**src/rtl/tcdm_bank_adapter.sv**
```systemverilog
// -----------------------------------------------------------------------------
// tcdm_bank_adapter
//
// Sits between the root of a round-robin arbitration tree and one TCDM SRAM
// bank. The winning request (payload plus winner index) is held in a
// single-entry register stage that drives the bank port. The winner index then
// travels down a fixed-length pipe that matches the bank read latency. The
// bank response is returned to the originating master as a one-hot valid. The
// read data is broadcast to every master.
//
// Parameters:
//   NumReq      number of masters behind the arbiter (r_valid_o width)
//   DataWidth   opaque request payload width (wen/be/addr/wdata packed upstream)
//   RDataWidth  bank read data width
//   MemLatency  cycles from bank acceptance to valid mem_rdata_i (1..4)
//   IdxWidth    derived winner-index width, do not override
//
// Ports:
//   clk_i        clock, all state on the rising edge
//   rst_i        synchronous active-high reset
//   req_i        arbitrated request from the arbiter tree root
//   gnt_o        grant back to the arbiter tree
//   data_i       arbitrated payload
//   idx_i        index of the winning master
//   mem_req_o    bank request valid
//   mem_data_o   bank payload
//   mem_ready_i  bank accepts this cycle (0 = stall)
//   mem_rdata_i  bank read data, valid MemLatency cycles after acceptance
//   r_valid_o    one-hot response valid per master
//   r_rdata_o    response data, broadcast to all masters
//   busy_o       a request is held or still in flight
// -----------------------------------------------------------------------------
module tcdm_bank_adapter #(
  parameter int unsigned NumReq     = 32,
  parameter int unsigned DataWidth  = 32,
  parameter int unsigned RDataWidth = 32,
  parameter int unsigned MemLatency = 1,
  parameter int unsigned IdxWidth   = (NumReq > 32'd1) ? $clog2(NumReq) : 32'd1
) (
  input  logic                  clk_i,
  input  logic                  rst_i,
  input  logic                  req_i,
  output logic                  gnt_o,
  input  logic [DataWidth-1:0]  data_i,
  input  logic [IdxWidth-1:0]   idx_i,
  output logic                  mem_req_o,
  output logic [DataWidth-1:0]  mem_data_o,
  input  logic                  mem_ready_i,
  input  logic [RDataWidth-1:0] mem_rdata_i,
  output logic [NumReq-1:0]     r_valid_o,
  output logic [RDataWidth-1:0] r_rdata_o,
  output logic                  busy_o
);

  // ---------------------------------------------------------------------------
  // Request stage (single entry)
  // ---------------------------------------------------------------------------
  logic                 vld_q,  vld_d;
  logic [DataWidth-1:0] data_q, data_d;
  logic [IdxWidth-1:0]  idx_q,  idx_d;

  logic load_s;
  logic accept_s;

  // The grant depends only on local state and the bank ready. It never looks
  // at req_i, so no combinational req->gnt loop can form through the tree.
  assign gnt_o    = ~vld_q | mem_ready_i;
  assign load_s   = req_i & gnt_o;
  assign accept_s = vld_q & mem_ready_i;

  // Next-state for the request stage. A load that coincides with an accept
  // replaces the entry in place, which gives one request per cycle.
  always_comb begin
    vld_d  = vld_q;
    data_d = data_q;
    idx_d  = idx_q;
    if (load_s) begin
      vld_d  = 1'b1;
      data_d = data_i;
      idx_d  = idx_i;
    end else if (accept_s) begin
      vld_d  = 1'b0;
    end else begin
      // Stalled or idle: payload and index stay stable for the bank.
      vld_d  = vld_q;
    end
  end

  // Request stage state register.
  always_ff @(posedge clk_i) begin
    if (rst_i) begin
      vld_q  <= 1'b0;
      data_q <= '0;
      idx_q  <= '0;
    end else begin
      vld_q  <= vld_d;
      data_q <= data_d;
      idx_q  <= idx_d;
    end
  end

  assign mem_req_o  = vld_q;
  assign mem_data_o = data_q;

  // ---------------------------------------------------------------------------
  // Latency pipe: carries {valid, winner index} alongside the bank access.
  // The bank response cannot be back-pressured, so the pipe never stalls.
  // ---------------------------------------------------------------------------
  logic [MemLatency-1:0]               pipe_v_q,   pipe_v_d;
  logic [MemLatency-1:0][IdxWidth-1:0] pipe_idx_q, pipe_idx_d;

  // Shift the pipe by one stage every cycle. Stage 0 takes the accept.
  always_comb begin
    pipe_v_d      = pipe_v_q;
    pipe_idx_d    = pipe_idx_q;
    pipe_v_d[0]   = accept_s;
    pipe_idx_d[0] = idx_q;
    for (int unsigned k = 1; k < MemLatency; k++) begin
      pipe_v_d[k]   = pipe_v_q[k-1];
      pipe_idx_d[k] = pipe_idx_q[k-1];
    end
  end

  // Latency pipe state register. Reset drops every in-flight response.
  always_ff @(posedge clk_i) begin
    if (rst_i) begin
      pipe_v_q   <= '0;
      pipe_idx_q <= '0;
    end else begin
      pipe_v_q   <= pipe_v_d;
      pipe_idx_q <= pipe_idx_d;
    end
  end

  // ---------------------------------------------------------------------------
  // Response routing
  // ---------------------------------------------------------------------------
  logic                last_v_s;
  logic [IdxWidth-1:0] last_idx_s;
  logic [31:0]         last_idx_ext_s;

  assign last_v_s       = pipe_v_q[MemLatency-1];
  assign last_idx_s     = pipe_idx_q[MemLatency-1];
  assign last_idx_ext_s = 32'(last_idx_s);

  // One-hot decode of the winner index. The loop covers only the real
  // masters, so an index at or above NumReq (possible when NumReq is not a
  // power of two) decodes to all-zero.
  always_comb begin
    r_valid_o = '0;
    for (int unsigned m = 0; m < NumReq; m++) begin
      r_valid_o[m] = last_v_s & (last_idx_ext_s == m);
    end
  end

  // Read data is only meaningful together with r_valid_o. It passes straight
  // through because the bank already aligns it with the last pipe stage.
  assign r_rdata_o = mem_rdata_i;

  assign busy_o = vld_q | (|pipe_v_q);

endmodule
```
**config.mk**
```make
export PLATFORM = sky130hd
export DESIGN_NAME = tcdm_bank_adapter
export DESIGN_NICKNAME = d
export VERILOG_FILES = /design/src/rtl/tcdm_bank_adapter.sv
export SDC_FILE = /design/constraint.sdc
export NUM_CORES = 1
export LEC_CHECK = 0
export BUFFER_PORTS_ARGS = -buffer_cell sky130_fd_sc_hd__buf_2
export CORE_MARGIN = 2
export CORE_UTILIZATION = 43
export CTS_BUF_LIST = sky130_fd_sc_hd__clkbuf_16
export DETAILED_ROUTE_END_ITERATION = 8
export PLACE_DENSITY = 0.82
export SLEW_MARGIN = 20
export SYNTH_ARGS = -nofsm -noshare
export SYNTH_HDL_FRONTEND = slang
export SYNTH_SLANG_ARGS = --single-unit
```
**constraint.sdc**
```tcl
create_clock -name clk_i -period 1.74 [get_ports clk_i]
set_input_delay 0.348 -clock clk_i [delete_from_list [all_inputs] [get_ports clk_i]]
set_output_delay 0.348 -clock clk_i [all_outputs]
set_load 0.02 [all_outputs]
```
==> reports/metrics.cfg, run 1 <==
[clock_tree]
numCtsBuffers=5
cts_tree=built
cts-root-buf=clkbuf_16
insertion_delay_ns=0.28
cts_setup_buffers=0
cts_sinks=44
clk_pin_slew_ns=0.06
cts_resized=1
htree_levels=2
ctsLongestPathBuffers=2
cts_hold_buf=0

[worst_hold_path]
min_delay_path_depth=3
hp-class=input port to flop
min_from=mem_ready_i
whs_endpoint=last_v_s

[place]
placed_area_mm2=0.00258
pre_cts_ws_ns=0.291
numPortBuffers=107
gp_congestion=0.890
dp_hpwl_um=3780
place_inst=392

[synthesis]
synth_area_per_cell_um2=8.59
ys_ff_latch=44
ys_types=19
synth_edf_count=0
yosys.area_share.adder_pct=0
synth.area.mux_share_pct=3.31
synth_area_mm2=0.00227
synthCells=264
yosys_warnings=0
synth.area.top_cells=dfxtp_1, a21bo_2, buf_4
synth_top_cell_by_area=dfxtp_1
synthArstFlopShare_pct=0
yosysSeqAreaShare_pct=38.8
synth_xor_area_share_pct=0
synthesis.nets=337
synth_compound_area_share_pct=21.4
synth_top_area_share_pct=38.8
synthSimpleGateAreaFrac_pct=20.2
ys.flop_type=dfxtp_1
synth_top_family_by_area=compound AO/OA/AOI/OAI gates

[timing]
max_slew_margin_pct=69.3
finalSetupTns_ns=0
worstMarginPinSlew_ns=0.460
fin_crit_ns=1.65
finalCritPeriodShare_pct=95.0
fin_hold_ws_ns=0.295
setup_slack_ns=0.0877
fmax_ghz=0.605
hold_viol_final=0
finalSetupViolCount=0
skew_ns=0.00205
slew_violations=0

[power_and_ir_drop]
finalPower_mw=2.50
p_leak_nw=1.34
switching_share_pct=24.0
p_sw_mw=0.601
internal-power_mw=1.90
clkPwrFrac_pct=42.0
combPwrFrac_pct=14.3
pwr-share-seq_pct=43.8
powerDensity_mw_per_mm2=905
vdd_drop_max_mv=0.515

[floorplan]
die_area_mm2=0.00587
die_y_um=76.6
design.core.area_mm2=0.00511
start_util_pct=44.4
io_pins=172
rows=26
die_x_um=76.6

[job]
cap_viol_max_count=0

[cells_and_area]
fin_nets=402
drive_above_1_share_pct=48.5
design_area_mm2=0.00276
finalNonFillerCells=400
areaGrowthSynthToFinish_pct=21.7
fillers=483
final_util_pct=54.1
num_antenna_cells=0

[drt]
vias_per_cell=4.96
wire_per_inst_um=13.0
drc=0
num_vias=1984
detail_route.iter0.violations=78
finalWirelength_um=5210
drtAntennaViolNets=0
drtPass1Iterations=4

[worst_setup_path]
cp_max_fo=8
reg2reg_depth=3
cp.arrival_ns=1.30
rrSetupSlack_ns=0.49
cp_data_required_time_ns=1.39
start_kind=flop
r2r_start=mem_req_o
crit_type=flop to output port
worst_r2r_endpoint=idx_q[1]
critPathCaptureType=output port

[global_routing]
antenna_found_initial=0
grt_pass1_wl_um=8170
grtUsageTotal_pct=17.2
grt_pass1_vias=1792
grt-ovfl-total=0
grt_start_max_net_pins=49

[status]
outcome=completed

[routing by layer]
metal	wire length (um)	global-route usage (%)	up-vias
li1	-	-	979
met1	2120	18.2	917
met2	2720	31.8	72
met3	261	3.91	16
met4	114	8.73	0
met5	0	0	-
[sequential cells by signal, summed over array words and instances, names as in the netlist]
signal and cells:
mem_data_o 32, last_idx_s 5, idx_q 5, last_v_s 1
mem_req_o 1
[how the worst max path moves through the flow]
stage                     cells after the start  slack [ns]       endpoint     startpoint
after floorplan                               3        0.33   r_valid_o[0]  last_idx_s[1]
after global placement                        4        0.34   r_valid_o[1]       last_v_s
after detailed placement                      4        0.29   r_valid_o[4]       last_v_s
after CTS                                     4        0.03  r_valid_o[23]  last_idx_s[2]
after global routing                          4      -0.004  r_valid_o[27]  last_idx_s[3]
final                                         3        0.09   r_valid_o[4]  last_idx_s[1]
[cell usage in the layout, fill, tap and decap left out, types with 5 or more instances in the layout]
cell type,netlist,layout
a21bo_1,6,6
a21bo_2,26,26
a21oi_1,33,33
buf_2,15,107
clkbuf_16,0,5
dfxtp_1,44,41
mux2_4,5,5
nand2_1,5,5
nand3_1,36,36
nor2_1,34,34
nor2b_1,13,10
[layout make-up]
| type | instances | area, um^2 | share of cell area, % |
|---|---|---|---|
| Multi-Input combinational cell | 165 | 1030 | 37.4 |
| Clock inverter | 3 | 42.5 | 1.54 |
| Sequential cell | 44 | 885 | 32.0 |
| Inverter | 1 | 3.75 | 0.136 |
| Tap cell | 70 | 87.6 | 3.17 |
| Timing Repair Buffer | 112 | 586 | 21.2 |
| Clock buffer | 5 | 125 | 4.53 |
[critical path, stage by stage, from the launching register on]
cell,delay [ns]
dfxtp_1,0.32
or2_2,0.38
nor2_1,0.15
buf_2,0.18
[power groups by stage]
stage / logic, mW / registers [mW] / clock network [mW]
CTS: 0.359 / 1.09 / 1.08
floorplan: 0.295 / 1.17 / 0
global placement: 0.351 / 1.11 / 0
global route: 0.390 / 1.10 / 1.13
detailed placement: 0.357 / 1.11 / 0
finish: 0.357 / 1.09 / 1.05
[Yosys cell counts (all sizes together), types with 2 or more instances]
master / n
buf: 50
dfxtp: 44
nand3: 36
nor2: 34
a21oi: 33
a21bo: 32
nor2b: 13
mux2: 5
nand2: 5
clkbuf: 4
nand2b: 3
or2: 2
[logic make-up (layout without fill, tap and decap cells)]
kind of cell,after synthesis,in the layout
compound gates,65,65
buf+inv,55,121
flops,44,44
mux,5,5
simple gates,95,95
Note: power is estimated with default switching activity, not from simulation.
==> run 2: changes to the inputs <==
--- a/config.mk
+++ b/config.mk
@@ -6,11 +6,13 @@
 export NUM_CORES = 1
 export LEC_CHECK = 0
 export BUFFER_PORTS_ARGS = -buffer_cell sky130_fd_sc_hd__buf_2
+export CAP_MARGIN = 20
 export CORE_MARGIN = 2
 export CORE_UTILIZATION = 43
 export CTS_BUF_LIST = sky130_fd_sc_hd__clkbuf_16
 export DETAILED_ROUTE_END_ITERATION = 8
 export PLACE_DENSITY = 0.82
+export SETUP_SLACK_MARGIN = 0.2
 export SLEW_MARGIN = 20
 export SYNTH_ARGS = -nofsm -noshare
 export SYNTH_HDL_FRONTEND = slang
==> constraint.sdc (replaced) <==
create_clock -name clk_i -period 2.1 [get_ports clk_i]
set_input_delay 0.42 -clock clk_i [delete_from_list [all_inputs] [get_ports clk_i]]
set_output_delay 0.42 -clock clk_i [all_outputs]
set_load 0.02 [all_outputs]
==> run 2 against run 1 <==
Compared with the run above: sequential power shrank 17%; sequential share of layout area grew 0.54 points; first-iteration DRC count shrank 31%; clock power shrank 33%; highest routed layer unchanged; via count grew 0.10%; largest power group unchanged; clock skew is essentially flat; die area is the same; cell count shrank 0.75%; worst hold slack gained 0.090 ns.
==> reports/metrics.cfg, run 2 (same netlist as run 1, synthesis figures left out) <==
[worst_hold_path]
whs_endpoint=last_v_s
min_delay_path_depth=3  ; unchanged
min_from=mem_ready_i
hp-class=input port to flop

[timing]
hold_viol_final=0  ; unchanged
skew_ns=0.00243  ; +0.000377 ns
max_slew_margin_pct=69.5  ; +0.22 points
rsz0062_at_grt=false
fin_crit_ns=1.81
fmax_ghz=0.554
slew_violations=0  ; unchanged
finalCritPeriodShare_pct=86.0
finalSetupTns_ns=0  ; unchanged
finalSetupViolCount=0  ; unchanged
setup_slack_ns=0.294  ; +0.206 ns
worstMarginPinSlew_ns=0.457  ; -0.00334 ns

[global_routing]
grt-ovfl-total=0  ; unchanged
globalRouteMet2Util_pct=30.9  ; -0.88 points
antenna_found_initial=0  ; unchanged
grt_start_max_net_pins=49  ; unchanged
grt_util_met1_pct=19.3  ; +1.2 points
busiest_layer=met2
met3_usage_pct=3.32  ; -0.59 points
grt_pass1_wl_um=8300  ; +1.6%
grt_pass1_vias=1834  ; +2.3%
grtUsageTotal_pct=17.0  ; -0.16 points

[worst_setup_path]
r2r_start=mem_req_o
critPathCaptureType=output port
rrSetupSlack_ns=0.67  ; +0.18 ns
reg2reg_depth=4  ; +1
start_kind=flop
cp.arrival_ns=1.39  ; +0.09 ns
cp_data_required_time_ns=1.68  ; +0.29 ns
slowest_stage=dfxtp_1
crit_type=flop to output port
critical_path.max_stage_delay_ns=0.44  ; +0.06 ns
crit_chain=nor2b_4, nand3_1, nor2_1, buf_2
cp_max_fo=6  ; -2
worst_r2r_endpoint=mem_data_o[0]

[floorplan]
rows=26  ; unchanged
die_area_mm2=0.00587  ; unchanged
io_pins=172  ; unchanged
start_util_pct=44.4  ; unchanged
die_x_um=76.6  ; unchanged
die_y_um=76.6  ; unchanged
design.core.area_mm2=0.00511  ; unchanged

[place]
numPortBuffers=107  ; unchanged
gp_congestion=0.741  ; -17%
dp_hpwl_um=3760  ; -0.65%
pre_cts_ws_ns=0.484  ; +0.193 ns

[cells_and_area]
final_common_cell=buf_2
areaGrowthSynthToFinish_pct=19.2
final_cell_mix=buf_2, dfxtp_1, nand3_1
num_antenna_cells=0  ; unchanged
final_util_pct=52.9  ; -1.1 points
largest_reg_flops=32  ; unchanged
fin_nets=400  ; -0.50%
drive_above_1_share_pct=46.2  ; -2.3 points

[drt]
drtAntennaViolNets=0  ; unchanged
drtPass1Iterations=4  ; unchanged
num_vias=1986  ; +0.10%
drc=0  ; unchanged
wire_per_inst_um=13.0  ; about the same
vias_per_cell=5.00  ; +0.86%
finalWirelength_um=5170  ; -0.75%
detail_route.iter0.violations=54  ; -31%

[power_and_ir_drop]
p_leak_nw=1.32  ; -1.6%
finalPower_mw=1.90  ; -24%
vdd_drop_max_mv=0.491  ; -4.6%
powerDensity_mw_per_mm2=703  ; -22%

[clock_tree]
cts_sinks=44  ; unchanged
clk_pin_slew_ns=0.06  ; about the same
ctsLongestPathBuffers=2  ; unchanged
cts_tree=built
insertion_delay_ns=0.27  ; about the same
numCtsBuffers=5  ; unchanged
cts-root-buf=clkbuf_16
htree_levels=2  ; unchanged

[job]
cap_viol_max_count=0  ; unchanged

[status]
outcome=completed

-- run 2: cell count changes in the layout (fill, tap and decap cells not counted) --
cell,previous run,this run
nor2b_1,10,12
buf_4,4,2
dfxtp_2,3,0
bufinv_16,1,0
nor2b_2,2,0
dfxtp_1,41,44
inv_1,1,2
clkinvlp_4,1,0
-- run 2: how the worst max path moves through the flow --
stage / slack, ns / end / start / cells past startpoint
after global placement: 0.51 / mem_data_o[11] / mem_ready_i / 5
after floorplan: 0.62 / r_valid_o[0] / last_idx_s[1] / 3
after global routing: 0.17 / r_valid_o[13] / last_v_s / 4
after detailed placement: 0.48 / mem_data_o[14] / mem_ready_i / 5
final: 0.29 / r_valid_o[14] / last_v_s / 4
after CTS: 0.23 / r_valid_o[10] / last_v_s / 4
-- run 2: metal layers --
metal	part of all wire [%]	vias to the layer above	wire length, um
met5	0	-	0
met4	2.3	0	121
met3	6.0	18	311
met2	51	82	2640
met1	41	910	2100
li1	-	976	-
-- run 2: layout make-up --
cell class | instances | area [um^2]
fill | 498 | 2400
inverter | 1 | 3.75
multi-input combinational | 165 | 1030
clock inverter | 2 | 8.76
clock buffer | 5 | 125
tap | 70 | 87.6
sequential | 44 | 881
timing repair buffer | 110 | 571
-- run 2: repair_timing --
item,4_1_cts,5_1_grt
hold buffers,0,0
resized for setup,0,2
setup endpoints to repair,0,16
setup buffers,0,0
-- run 2: stage by stage --
| stage | cells | hold WS [ns] | area (um^2) |
|---|---|---|---|
| global placement | 390 | 0.455 | 2560 |
| detailed placement | 390 | 0.466 | 2560 |
| CTS | 397 | 0.381 | 2700 |
| floorplan | 264 | 0.444 | 2270 |
| finish | 397 | 0.385 | 2700 |
| global route | 397 | 0.392 | 2700 |
-- run 2: report_power, final --
part	internal, mW	switching, mW
logic	0.129	0.163
clock network	0.427	0.278
registers	0.883	0.0225
total	1.44	0.463
-- run 2: worst max-delay path, delay by kind of cell (launching register included) --
kind / cells / cell delay, ns
buffers and inverters: 1 / 0.17
flip-flops: 1 / 0.44
AND/OR/NAND/NOR: 3 / 0.51
==> run 3: changes to the inputs <==
--- a/config.mk
+++ b/config.mk
@@ -11,7 +11,7 @@
 export CORE_UTILIZATION = 43
 export CTS_BUF_LIST = sky130_fd_sc_hd__clkbuf_16
 export DETAILED_ROUTE_END_ITERATION = 8
-export PLACE_DENSITY = 0.82
+export PLACE_DENSITY = 0.85
 export SETUP_SLACK_MARGIN = 0.2
 export SLEW_MARGIN = 20
 export SYNTH_ARGS = -nofsm -noshare
==> run 3 against run 2 <==
Compared with the run above: combinational power decreased by 1%; largest power group unchanged; count of clock-buffer cells in the layout is the same; critical endpoint is now r_valid_o[12]; die area unchanged.
==> reports/metrics.cfg, run 3 (same netlist as run 1, synthesis figures left out) <==
[status]
outcome=completed

[power_and_ir_drop]
vdd_drop_max_mv=0.503  ; +2.4%
pwr-share-seq_pct=44.0  ; -3.6 points
clkPwrFrac_pct=41.9  ; +4.9 points
combPwrFrac_pct=14.0  ; -1.3 points
internal-power_mw=1.57  ; +9.0%
switching_share_pct=23.8  ; -0.57 points
powerDensity_mw_per_mm2=755  ; +7.3%
p_sw_mw=0.489  ; +5.6%
finalPower_mw=2.06  ; +8.1%
p_leak_nw=1.33  ; +0.45%

[drt]
drc=0  ; unchanged
wire_per_inst_um=12.6  ; -3.4%
num_vias=1981  ; -0.25%
drtPass1Iterations=4  ; unchanged
vias_per_cell=4.98  ; -0.50%
detail_route.iter0.violations=145  ; +170%
drtAntennaViolNets=0  ; unchanged
finalWirelength_um=5010  ; -3.2%

[cells_and_area]
finalNonFillerCells=398  ; +0.25%
largest_reg_flops=32  ; unchanged
fillers=494  ; -0.80%
drive_above_1_share_pct=46.3  ; +0.16 points
fin_nets=400  ; unchanged
areaGrowthSynthToFinish_pct=20.1
num_antenna_cells=0  ; unchanged
final_cell_mix=buf_2, dfxtp_1, nand3_1
final_common_cell=buf_2
register_area_um2=881  ; unchanged
final_util_pct=53.4  ; +0.42 points
multi_input_area_mm2=0.00103  ; unchanged

[global_routing]
grt-ovfl-total=0  ; unchanged
grt_start_max_net_pins=66  ; +35%
grt_pass1_vias=1763  ; -3.9%
grt_pass1_wl_um=8050  ; -3.1%
antenna_found_initial=0  ; unchanged
grtUsageTotal_pct=16.5  ; -0.56 points

[floorplan]
start_util_pct=44.4  ; unchanged
die_x_um=76.6  ; unchanged
die_area_mm2=0.00587  ; unchanged
die_y_um=76.6  ; unchanged
rows=26  ; unchanged
design.core.area_mm2=0.00511  ; unchanged
io_pins=172  ; unchanged

[clock_tree]
cts_sinks=44  ; unchanged
insertion_delay_ns=0.28  ; about the same
ctsLongestPathBuffers=2  ; unchanged
cts-root-buf=clkbuf_16
htree_levels=2  ; unchanged
cts_tree=built
cts_setup_buffers=0  ; unchanged
numCtsBuffers=5  ; unchanged
clk_pin_slew_ns=0.06  ; about the same

[timing]
hold_viol_final=0  ; unchanged
worstMarginPinSlew_ns=0.616  ; +0.159 ns
fin_crit_ns=1.78  ; -0.0233 ns
fmax_ghz=0.561  ; +1.3%
finalCritPeriodShare_pct=84.9  ; -1.1 points
rsz0062_at_grt=false
max_slew_margin_pct=58.9  ; -11 points
finalSetupTns_ns=0  ; unchanged
slew_violations=0  ; unchanged
skew_ns=0.00799  ; +0.00556 ns
finalSetupViolCount=0  ; unchanged

[worst_setup_path]
reg2reg_depth=4  ; unchanged
rrSetupSlack_ns=0.65  ; -0.02 ns
cp.arrival_ns=1.36  ; -0.03 ns
crit_type=flop to output port
cp_data_required_time_ns=1.68  ; about the same
start_kind=flop
cp_max_fo=6  ; unchanged
critPathCaptureType=output port

[place]
gp_congestion=0.747  ; +0.81%
numPortBuffers=107  ; unchanged
dp_hpwl_um=3670  ; -2.4%
place_inst=390  ; unchanged

[worst_hold_path]
hp-class=input port to flop
min_delay_path_depth=3  ; unchanged

[job]
cap_viol_max_count=0  ; unchanged

[run 3: through the flow]
| stage | hold WS, ns | cell area [um^2] | setup slack [ns] |
|---|---|---|---|
| final | 0.372 | 2730 | 0.317 |
| after global routing | 0.370 | 2730 | 0.203 |
| after CTS | 0.367 | 2720 | 0.229 |
| after detailed placement | 0.461 | 2550 | 0.484 |
| after global placement | 0.451 | 2550 | 0.518 |
| after floorplan | 0.444 | 2270 | 0.616 |
[run 3: worst paths after layout]
kind                                  endpoint         from
worst max-delay path             r_valid_o[12]     last_v_s
worst min-delay path                  last_v_s  mem_ready_i
worst max register to register  mem_data_o[17]    mem_req_o
worst min register to register   last_idx_s[0]     idx_q[0]
[run 3: timing repair]
item / in CTS / in global routing
gates resized for setup: 0 / 2
endpoints found under the setup margin: 0 / 16
hold buffers: 0 / 0
[run 3: power groups by stage]
stage	logic [mW]	clock network, mW	registers [mW]
floorplan	0.245	0	0.967
global placement	0.283	0	0.922
detailed placement	0.289	0	0.924
CTS	0.290	0.893	0.905
global route	0.317	0.925	0.912
finish	0.288	0.863	0.906
[run 3: worst max-delay path, stage by stage (launching register included)]
cell,delay (ns)
dfxtp_1,0.43
nor2b_4,0.21
nand3_1,0.15
nor2_1,0.11
buf_2,0.17
[run 3: routing by layer]
metal	vias to the layer above	track usage (%)	routed length, um
met2	72	29.6	2560
met3	12	4.27	322
met5	-	0	0
met4	0	5.09	58
met1	919	19.1	2070
li1	978	-	-
[run 3: area by class of cell]
cell class / count / area share [%]
Timing Repair Buffer: 110 / 20.5
Clock inverter: 3 / 1.56
Tap cell: 70 / 3.21
Inverter: 1 / 0.138
Sequential cell: 44 / 32.3
Multi-Input combinational cell: 165 / 37.7
Clock buffer: 5 / 4.59
